$ cat src/rtl/mem_port_arbiter_pkg.sv
// Shared types and helpers for the IF/LS unified-memory port arbiter.
// Holds the data width, the FSM state encoding, the port ids and the address check.
package mem_port_arbiter_pkg;

  localparam int WIDTH = 32;

  typedef enum logic [1:0] {
    ST_IDLE   = 2'd0,
    ST_ACCESS = 2'd1,
    ST_DONE   = 2'd2
  } state_t;

  typedef enum logic {
    GNT_IF = 1'b0,
    GNT_LS = 1'b1
  } gnt_t;

  // Word aligned and inside the memory; the full 32-bit address takes part in the compare.
  function automatic logic addr_ok(input logic [WIDTH-1:0] addr, input int unsigned addr_bits);
    logic [WIDTH-1:0] w_limit;
    w_limit = (32'd1 << addr_bits) - 32'd4;
    return (addr[1:0] == 2'b00) && (addr <= w_limit);
  endfunction

endpackage

$ cat src/rtl/mem_port_arbiter_rr_pick2.sv
// Combinational two-way round-robin picker: on contention the port not granted last wins.
module rr_pick2
  import mem_port_arbiter_pkg::*;
(
  input  logic req_a,
  input  logic req_b,
  input  logic last,
  output logic valid,
  output logic gnt
);

  // Pick a winner among the live requests.
  always_comb begin
    valid = req_a | req_b;
    gnt   = GNT_IF;
    if (req_a && req_b) begin
      gnt = (last == GNT_IF) ? GNT_LS : GNT_IF;
    end else if (req_b) begin
      gnt = GNT_LS;
    end else begin
      gnt = GNT_IF;
    end
  end

endmodule

$ cat src/rtl/mem_port_arbiter.sv
// Arbitrates the IF and LS requesters onto one byte-addressed memory, holds the
// strobes for WAIT_CYCLES+1 cycles, captures read data and flags illegal addresses.
module mem_port_arbiter
  import mem_port_arbiter_pkg::*;
#(
  parameter int WAIT_CYCLES = 1,
  parameter int ADDR_BITS   = 10
) (
  input  logic             clk,
  input  logic             rst_n,
  input  logic             if_req,
  input  logic [WIDTH-1:0] if_addr,
  output logic             if_ack,
  output logic [WIDTH-1:0] if_rdata,
  output logic             if_err,
  input  logic             ls_req,
  input  logic             ls_we,
  input  logic [WIDTH-1:0] ls_addr,
  input  logic [WIDTH-1:0] ls_wdata,
  output logic             ls_ack,
  output logic [WIDTH-1:0] ls_rdata,
  output logic             ls_err,
  output logic             mem_rd,
  output logic             mem_wr,
  output logic [WIDTH-1:0] mem_addr,
  output logic [WIDTH-1:0] mem_wdata,
  input  logic [WIDTH-1:0] mem_rdata
);

  localparam int CNT_W = (WAIT_CYCLES < 1) ? 1 : $clog2(WAIT_CYCLES + 1);
  localparam logic [CNT_W-1:0] CNT_INIT = CNT_W'(WAIT_CYCLES);

  state_t           r_state;
  state_t           w_state_nxt;
  logic [CNT_W-1:0] r_cnt, w_cnt_nxt;
  logic             r_gnt, w_gnt_nxt;
  logic             r_last, w_last_nxt;
  logic             r_we, w_we_nxt;
  logic             r_rd, w_rd_nxt;
  logic             r_wr, w_wr_nxt;
  logic [WIDTH-1:0] r_addr, w_addr_nxt;
  logic [WIDTH-1:0] r_wdata, w_wdata_nxt;
  logic             r_if_ack, w_if_ack_nxt;
  logic             r_ls_ack, w_ls_ack_nxt;
  logic             r_if_err, w_if_err_nxt;
  logic             r_ls_err, w_ls_err_nxt;
  logic [WIDTH-1:0] r_if_rdata, w_if_rdata_nxt;
  logic [WIDTH-1:0] r_ls_rdata, w_ls_rdata_nxt;

  logic             w_pick_valid;
  logic             w_pick;
  logic [WIDTH-1:0] w_sel_addr;
  logic             w_sel_we;

  rr_pick2 u_pick (
    .req_a (if_req),
    .req_b (ls_req),
    .last  (r_last),
    .valid (w_pick_valid),
    .gnt   (w_pick)
  );

  // Request of the winning port, used only while IDLE.
  always_comb begin
    w_sel_addr = if_addr;
    w_sel_we   = 1'b0;
    if (w_pick == GNT_LS) begin
      w_sel_addr = ls_addr;
      w_sel_we   = ls_we;
    end else begin
      w_sel_addr = if_addr;
      w_sel_we   = 1'b0;
    end
  end

  // Next-state and next-output logic; acks and errs default low so each pulses one cycle.
  always_comb begin
    w_state_nxt    = r_state;
    w_cnt_nxt      = r_cnt;
    w_gnt_nxt      = r_gnt;
    w_last_nxt     = r_last;
    w_we_nxt       = r_we;
    w_rd_nxt       = r_rd;
    w_wr_nxt       = r_wr;
    w_addr_nxt     = r_addr;
    w_wdata_nxt    = r_wdata;
    w_if_rdata_nxt = r_if_rdata;
    w_ls_rdata_nxt = r_ls_rdata;
    w_if_ack_nxt   = 1'b0;
    w_ls_ack_nxt   = 1'b0;
    w_if_err_nxt   = 1'b0;
    w_ls_err_nxt   = 1'b0;

    case (r_state)
      ST_IDLE: begin
        if (w_pick_valid) begin
          w_gnt_nxt  = w_pick;
          w_last_nxt = w_pick;
          w_addr_nxt = w_sel_addr;
          w_we_nxt   = w_sel_we;
          if (w_pick == GNT_LS) begin
            w_wdata_nxt = ls_wdata;
          end else begin
            w_wdata_nxt = r_wdata;
          end
          if (addr_ok(w_sel_addr, ADDR_BITS)) begin
            w_state_nxt = ST_ACCESS;
            w_cnt_nxt   = CNT_INIT;
            w_rd_nxt    = ~w_sel_we;
            w_wr_nxt    = w_sel_we;
          end else begin
            // Illegal address: no strobes, acknowledge with error straight away.
            w_state_nxt  = ST_DONE;
            w_rd_nxt     = 1'b0;
            w_wr_nxt     = 1'b0;
            w_if_ack_nxt = (w_pick == GNT_IF);
            w_if_err_nxt = (w_pick == GNT_IF);
            w_ls_ack_nxt = (w_pick == GNT_LS);
            w_ls_err_nxt = (w_pick == GNT_LS);
          end
        end else begin
          w_state_nxt = ST_IDLE;
        end
      end

      ST_ACCESS: begin
        if (r_cnt == '0) begin
          w_state_nxt  = ST_DONE;
          w_rd_nxt     = 1'b0;
          w_wr_nxt     = 1'b0;
          w_if_ack_nxt = (r_gnt == GNT_IF);
          w_ls_ack_nxt = (r_gnt == GNT_LS);
          if (!r_we && (r_gnt == GNT_IF)) begin
            w_if_rdata_nxt = mem_rdata;
          end else if (!r_we) begin
            w_ls_rdata_nxt = mem_rdata;
          end else begin
            w_ls_rdata_nxt = r_ls_rdata;
          end
        end else begin
          w_cnt_nxt = r_cnt - CNT_W'(1);
        end
      end

      ST_DONE: begin
        w_state_nxt = ST_IDLE;
      end

      default: begin
        w_state_nxt = ST_IDLE;
        w_rd_nxt    = 1'b0;
        w_wr_nxt    = 1'b0;
      end
    endcase
  end

  // FSM state register.
  always_ff @(posedge clk or negedge rst_n) begin
    if (!rst_n) begin
      r_state <= ST_IDLE;
    end else begin
      r_state <= w_state_nxt;
    end
  end

  // Datapath and output registers; reset drops the strobes immediately.
  always_ff @(posedge clk or negedge rst_n) begin
    if (!rst_n) begin
      r_cnt      <= '0;
      r_gnt      <= GNT_IF;
      r_last     <= GNT_LS;
      r_we       <= 1'b0;
      r_rd       <= 1'b0;
      r_wr       <= 1'b0;
      r_addr     <= '0;
      r_wdata    <= '0;
      r_if_ack   <= 1'b0;
      r_ls_ack   <= 1'b0;
      r_if_err   <= 1'b0;
      r_ls_err   <= 1'b0;
      r_if_rdata <= '0;
      r_ls_rdata <= '0;
    end else begin
      r_cnt      <= w_cnt_nxt;
      r_gnt      <= w_gnt_nxt;
      r_last     <= w_last_nxt;
      r_we       <= w_we_nxt;
      r_rd       <= w_rd_nxt;
      r_wr       <= w_wr_nxt;
      r_addr     <= w_addr_nxt;
      r_wdata    <= w_wdata_nxt;
      r_if_ack   <= w_if_ack_nxt;
      r_ls_ack   <= w_ls_ack_nxt;
      r_if_err   <= w_if_err_nxt;
      r_ls_err   <= w_ls_err_nxt;
      r_if_rdata <= w_if_rdata_nxt;
      r_ls_rdata <= w_ls_rdata_nxt;
    end
  end

  assign if_ack    = r_if_ack;
  assign if_err    = r_if_err;
  assign if_rdata  = r_if_rdata;
  assign ls_ack    = r_ls_ack;
  assign ls_err    = r_ls_err;
  assign ls_rdata  = r_ls_rdata;
  assign mem_rd    = r_rd;
  assign mem_wr    = r_wr;
  assign mem_addr  = r_addr;
  assign mem_wdata = r_wdata;

endmodule

$ cat config.mk
export PLATFORM = sky130hd
export DESIGN_NAME = mem_port_arbiter
export DESIGN_NICKNAME = d
export VERILOG_FILES = /design/src/rtl/mem_port_arbiter_pkg.sv /design/src/rtl/mem_port_arbiter_rr_pick2.sv /design/src/rtl/mem_port_arbiter.sv
export SDC_FILE = /design/constraint.sdc
export NUM_CORES = 1
export LEC_CHECK = 0
export CAP_MARGIN = 10
export CORE_UTILIZATION = 33
export CTS_CLUSTER_DIAMETER = 60
export DETAILED_ROUTE_END_ITERATION = 16
export PLACE_DENSITY_LB_ADDON = 0.05
export SYNTH_ARGS = -nofsm -noshare
export SYNTH_HDL_FRONTEND = slang
export SYNTH_SLANG_ARGS = --single-unit
$ cat constraint.sdc
create_clock -name clk -period 4.35 [get_ports clk]
set_input_delay 0.87 -clock clk [delete_from_list [all_inputs] [get_ports clk]]
set_output_delay 0.87 -clock clk [all_outputs]
set_load 0.02 [all_outputs]
==> impl_results.md, run 1 <==
* CTS H-tree depth at 4
* Post-cts sizing count at 0
* Worst-Margin Slew at 1.07 ns
* Reg-to-Reg Start: r_state[1]$_DFFE_PN0P_
* FFs w/ async S/R, synth at 100%
* Multi-input gate area at 2000 µm²
* Met3 GRT Util at 5.61%
* Maximum achievable frequency at 389 MHz
* CP Launch Type: primary input
* Area Overhead vs Synth at 62.5%
* Mapped Area at 5590 µm²
* Final setup viols at 0
* Synth top area cells: dfrtp_1, mux2_2, mux2_1
* Starting DRT DRC Count at 134
* Clock Path Buffers at 2
* PortBufs at 266
* # hold bufs at CTS at 0
* Peak supply drop at 0.000273 V
* IO Pins at 267
* Max Transition Viols Final at 0
* Distinct cells, synth at 32
* Hold path cells at 2
* DRC at 0
* Max-cap violations at 0
* Synth Area per Inst at 14.0 µm²
* Clock root buffer: clkbuf_16
* CP bufs+invs at 2
* Met1 Usage GRT at 21.5%
* Hold path start: r_last$_DFFE_PN1P_
* Initial antenna violation count at 0
* CP Data Arrival Time at ~2.8 ns
* PD cells at 427 nW/µm²
* Cells after synthesis at 400
* R2R Path End: if_rdata[0]$_DFFE_PN0P_
* Final hold vios at 0
* HPWL after DPL at 10900 µm
* Inst Count DP at 870
* Fin crit period at 2.57 ns
* FF+latch area at 3500 µm²
* GR Util All Layers at 17.6%
* Mapped Nets at 533
* Clock Skew at roughly 0.0069 ns
* Via count at 4139
* Dpl ws at 1.35 ns
* CTS tree: built
* Worst hold path class: flop to flop
* Die height at ~130 µm
* Relative slew margins at roughly 28%
* Most frequent cells in the layout: clkdlybuf4s50_1, dfrtp_1, mux2_2
* Main synth FF type: dfrtp_1
* Global-route wire length before repair at 23700 µm
* # rows at 47
* Max incr delay on CP at 0.55 ns
* Vias/cell at 4.59
* Die Width at 132 µm
* Layout cell share with drive strength beyond 1 at 15.5%
* Status: complete, no violations
* Initial Utilization at 33.7%
* Largest net degree at the start of global routing at 90
* Synth Register Bits at 140
* GR Util met2 at about 29%
* YS warnings at 0
* Core area at 16600 µm²
* Most Crowded Layer GR: met2
* Worst setup margin at 1.78 ns
* Setup_tns at 0 ns
* Routability congestion estimate at 0.819
* Crit-path max FO at 37
* R2R setup slack at 2.05 ns
* Worst Path Required at 4.61 ns
* RSZ-0062 raised after global routing: no
* Reg clk slew, reported paths at about 0.060 ns
* Most common cell after layout, fill and taps aside: clkdlybuf4s50_1
* Cells on worst reg2reg path at 4
* P_leak at 0.00400 µW
* EDFF count, synth at 0
* Post-synth top area share at 62.2%
* Clk sink count at 140
* Yosys top cell by area: dfrtp_1
* Total Die Area at 17500 µm²
* Post-DRT Antenna Nets at 0
* Power, Total at 3870 µW
* Cts bufs inserted at 17
* Worst Hold End: r_last$_DFFE_PN1P_
* Worst hold margin at 0.479 ns
* Post-CTS Setup Inserts at 0
* GRT overflow at 0
* Crit path capture type: flop
* Fin cells at roughly 900
* Fin nets at roughly 800
* Slowest CP cell: clkdlybuf4s50_1
* 1st-pass router iterations at 4
* Crit path cell chain: clkdlybuf4s50_1, a21boi_4, buf_4, nand3_1, o21ai_2, o21ai_0
* Total Wirelength at 14900 µm
* Antenna diodes at 0
* Worst-Skew Late Latency at 0.41 ns
* Fillcell total at 1460
* Drt wl/cell at 16.5 µm
* Fin crit share at 59.1%
* Crit path kind: primary input to flop
* Seq/Total Area, Yosys at 62.7%
* Crit path max-delay family: buffers and inverters
* Vias in the first global route at roughly 4.4k
worst reg2reg max path, stage by stage, from the launching register on:
cell and delay, ns:
dfrtp_1 0.39, nand2b_4 0.16, or3_1 0.37, nor2_4 0.83, mux2_2 0.44
synth_stat cells (2+ instances only):
| cell | number |
|---|---|
| or3_1 | 2 |
| mux2_2 | 62 |
| nand2_1 | 39 |
| clkbuf_1 | 7 |
| nor2_1 | 4 |
| mux2_1 | 34 |
| nor4_1 | 12 |
| buf_2 | 7 |
| o21ai_0 | 34 |
| buf_4 | 6 |
| nand4_1 | 2 |
| mux2i_1 | 32 |
| dfrtp_1 | 139 |
| a22o_1 | 2 |
through the flow:
stage / cell area (µm²) / utilization, %
global route: 9080 / 54.8
finish: 9080 / 54.8
CTS: 9080 / 54.8
detailed placement: 8480 / 51.1
global placement: 8480 / 51.1
floorplan: 5590 / -
logic make-up after synthesis:
| family | after synthesis | synth area share [%] |
|---|---|---|
| AOI/OAI and AO/OA | 45 | 4.59 |
| DFF | 140 | 62.7 |
| muxes | 128 | 25.1 |
| buffers and inverters | 21 | 1.97 |
| and+or+nand+nor | 66 | 5.64 |
routing by layer:
metal	share of wire, %	up-vias
met1	42	1999
met5	0	-
met2	50	161
li1	-	1965
met3	6.8	14
met4	1.6	0
how the worst max path moves through the flow:
stage / from / endpoint / slack [ns] / cells past startpoint
floorplan: ls_req / mem_wdata[10]$_DFFE_PN0P_ / 2.37 / 5
global placement: ls_req / ls_ack$_DFF_PN0_ / 1.40 / 6
detailed placement: ls_req / ls_ack$_DFF_PN0_ / 1.35 / 6
CTS: ls_req / ls_ack$_DFF_PN0_ / 1.79 / 6
global route: ls_req / mem_rd$_DFFE_PN0P_ / 1.64 / 6
finish: ls_req / ls_ack$_DFF_PN0_ / 1.78 / 6
where the power goes:
part / switching (µW) / internal, µW
clock: 547 / 902
combinational: 423 / 466
sequential: 80.7 / 1460
total: 1050 / 2820
state kept, by name, summed over array words and instances, names as in the netlist:
signal / cells
mem_addr: 32
r_state: 2
ls_rdata: 32
r_gnt: 1
if_ack: 1
if_rdata: 32
mem_wr: 1
ls_ack: 1
mem_rd: 1
mem_wdata: 32
r_last: 1
if_err: 1
r_we: 1
r_cnt: 1
ls_err: 1
area by class of cell:
| class | count | share of cell area, % |
|---|---|---|
| multi-input combinational | 239 | 22.0 |
| inverter | 1 | 0.0413 |
| clock buffer | 18 | 4.73 |
| timing repair buffer | 270 | 29.7 |
| tap | 220 | 3.03 |
| sequential | 140 | 38.6 |
| clock inverter | 14 | 1.90 |
No activity file was read; power rests on OpenSTA's default activity.
==> run 2, diff against run 1 <==
==> constraint.sdc (replaced) <==
create_clock -name clk -period 2.1 [get_ports clk]
set_input_delay 0.42 -clock clk [delete_from_list [all_inputs] [get_ports clk]]
set_output_delay 0.42 -clock clk [all_outputs]
set_load 0.02 [all_outputs]
==> run 2 against run 1 <==
Net effect: non-clock buffer count increased by 17; die area stayed put; power is 99% higher; clock skew rose by 0.00097 ns; sequential share of layout area fell by 0.73 points; critical path depth up 1; final cell count rose by 1.7%; via count increased by 1.4%; core utilization grew 1.0 points; first-iteration DRC count shrank 28%; critical endpoint is now mem_rd$_DFFE_PN0P_; highest routed layer unchanged.
==> impl_results.md, run 2 (same netlist as run 1, synthesis figures left out) <==
* Status: complete, no violations
* DRC at 0 (unchanged)
* Post-CTS Setup Inserts at 0 (unchanged)
* Worst Hold End: mem_addr[12]$_DFFE_PN0P_
* RSZ-0062 raised after global routing: no
* Total Wirelength at 14500 µm (-2.3%)
* Crit path capture type: flop
* Setup_tns at 0 ns (unchanged)
* Fin crit period at 1.94 ns
* Max Transition Viols Final at 0 (unchanged)
* P_leak at 0.00410 µW (+2.5%)
* CTS tree: built
* Via count at 4197 (+1.4%)
* Reg-to-Reg Start: r_state[1]$_DFFE_PN0P_
* Final setup viols at 0 (unchanged)
* Fin nets at 819 (+2.1%)
* CTS H-tree depth at 4 (unchanged)
* Layout cell share with drive strength beyond 1 at 17.4% (+1.8 points)
* Final hold vios at 0 (unchanged)
* Reg clk slew, reported paths at 0.06 ns (about the same)
* Most frequent cells in the layout: clkdlybuf4s50_1, dfrtp_1, mux2_2
* Maximum achievable frequency at approximately 510 MHz
* Fillcell total at 1423 (-2.5%)
* Global-route wire length before repair at 23500 µm (-0.76%)
* Dpl ws at -0.431 ns (-1.78 ns)
* Routability congestion estimate at 0.781 (-4.6%)
* Die Width at 132 µm (unchanged)
* Die height at 132 µm (unchanged)
* Vias in the first global route at 4528 (+1.9%)
* R2R setup slack at 0.34 ns (-1.71 ns)
* Total Die Area at 17500 µm² (unchanged)
* Clock Skew at 0.00786 ns (+0.000975 ns)
* Drt wl/cell at 15.8 µm (-3.9%)
* Worst-Margin Slew at 0.562 ns (-0.512 ns)
* Initial antenna violation count at 0 (unchanged)
* Fin crit share at 92.6%
* Clock root buffer: clkbuf_16
* Vias/cell at 4.58 (-0.26%)
* Largest net degree at the start of global routing at 58 (-36%)
* GR Util All Layers at 17.5% (-0.15 points)
* HPWL after DPL at 11100 µm (+1.4%)
* Starting DRT DRC Count at 96 (-28%)
* Worst-Skew Late Latency at 0.41 ns (about the same)
* Most common cell after layout, fill and taps aside: clkdlybuf4s50_1
* GRT overflow at 0 (unchanged)
* Initial Utilization at 33.7% (unchanged)
* Antenna diodes at 0 (unchanged)
* Worst Path Required at 2.44 ns (-2.17 ns)
* PD cells at 835 nW/µm² (+96%)
* Relative slew margins at 62.5% (+34 points)
* CP Launch Type: primary input
* Crit-path max FO at 9 (-76%)
* Hold path start: mem_addr[12]$_DFFE_PN0P_
* Core area at 16600 µm² (unchanged)
* Area Overhead vs Synth at 65.6%
* Worst hold path class: flop to flop
* Clock Path Buffers at 2 (unchanged)
* Peak supply drop at 0.000545 V (+100%)
* Multi-input gate area at 2010 µm² (+0.31%)
* Post-DRT Antenna Nets at 0 (unchanged)
* Max-cap violations at 0 (unchanged)
* PortBufs at 266 (unchanged)
* Crit path kind: primary input to flop
* 1st-pass router iterations at 4 (unchanged)
* Cells on worst reg2reg path at 5 (+1)
* # rows at 47 (unchanged)
* FF+latch area at 3500 µm² (unchanged)
* IO Pins at 267 (unchanged)
* Clk sink count at 140 (unchanged)
* CP Data Arrival Time at 2.29 ns (-0.54 ns)
* Hold path cells at 2 (unchanged)
* Cts bufs inserted at 17 (unchanged)
* R2R Path End: if_rdata[28]$_DFFE_PN0P_
* Worst setup margin at 0.155 ns (-1.62 ns)
run 2: cell types whose count changed in the layout (fill, tap and decap cells not counted), sizes merged:
cell	change
inv	+1
buf	+16
clkinvlp	-3
clkinv	+1
bufinv	-3
dlygate4sd3	+1
clkbuf	+2
run 2: layer usage:
metal  vias to the layer above  GRT usage [%]  routed length [µm]
met5                         -              0                   0
met4                         0           6.85                 286
met3                        20           5.54                1020
met2                       166           29.7                7290
met1                      2014           20.6                5930
li1                       1997              -                   -
run 2: final cells by class:
type / instances / area share, %
Multi-Input combinational cell: 239 / 21.7
Sequential cell: 140 / 37.9
Inverter: 1 / 0.0406
Clock buffer: 20 / 4.94
Tap cell: 220 / 2.97
Timing Repair Buffer: 287 / 31.7
Clock inverter: 10 / 0.757
run 2: worst max path at each step:
stage                                       from                       end  slack [ns]  depth (start not counted)
after detailed placement             if_addr[30]        mem_rd$_DFFE_PN0P_       -0.43                          7
final                                if_addr[10]        mem_rd$_DFFE_PN0P_        0.16                          7
after floorplan           r_state[1]$_DFFE_PN0P_  if_rdata[10]$_DFFE_PN0P_        0.47                          5
after global placement               if_addr[10]          ls_ack$_DFF_PN0_       -0.43                          7
after global routing                 if_addr[10]        mem_rd$_DFFE_PN0P_        0.05                          7
after CTS                            if_addr[10]        mem_rd$_DFFE_PN0P_        0.11                          7
run 2: critical path, stage by stage:
cell             delay [ns]
clkdlybuf4s50_1        0.43
nor4_2                 0.38
buf_4                  0.18
nand4_1                0.08
or3_1                  0.38
o21ai_2                0.19
a32o_1                 0.23
run 2: per-stage QoR:
step | cells | hold WS (ns) | cell area (µm²) | util [%] | power, µW
3_3_place_gp | 886 | 0.425 | 8710 | 52.5 | 5120
5_1_grt | 917 | 0.501 | 9250 | 55.8 | 8120
6_report | 917 | 0.479 | 9250 | 55.8 | 7720
2_1_floorplan | 400 | 0.124 | 5590 | - | 4000
4_1_cts | 917 | 0.483 | 9250 | 55.8 | 7840
3_5_place_dp | 886 | 0.430 | 8710 | 52.5 | 5150
run 2: timing repair:
item / 4_1_cts / 5_1_grt
resized for setup: 1 / 0
hold buffers: 1 / 0
endpoints found under the hold margin: 20 / 0
endpoints found under the setup margin: 1 / 0
run 2: where the power goes:
part           leakage [µW]  switching, µW  internal, µW
clock network      0.000258           1090          1560
logic               0.00203            882          1020
registers           0.00181            164          3020
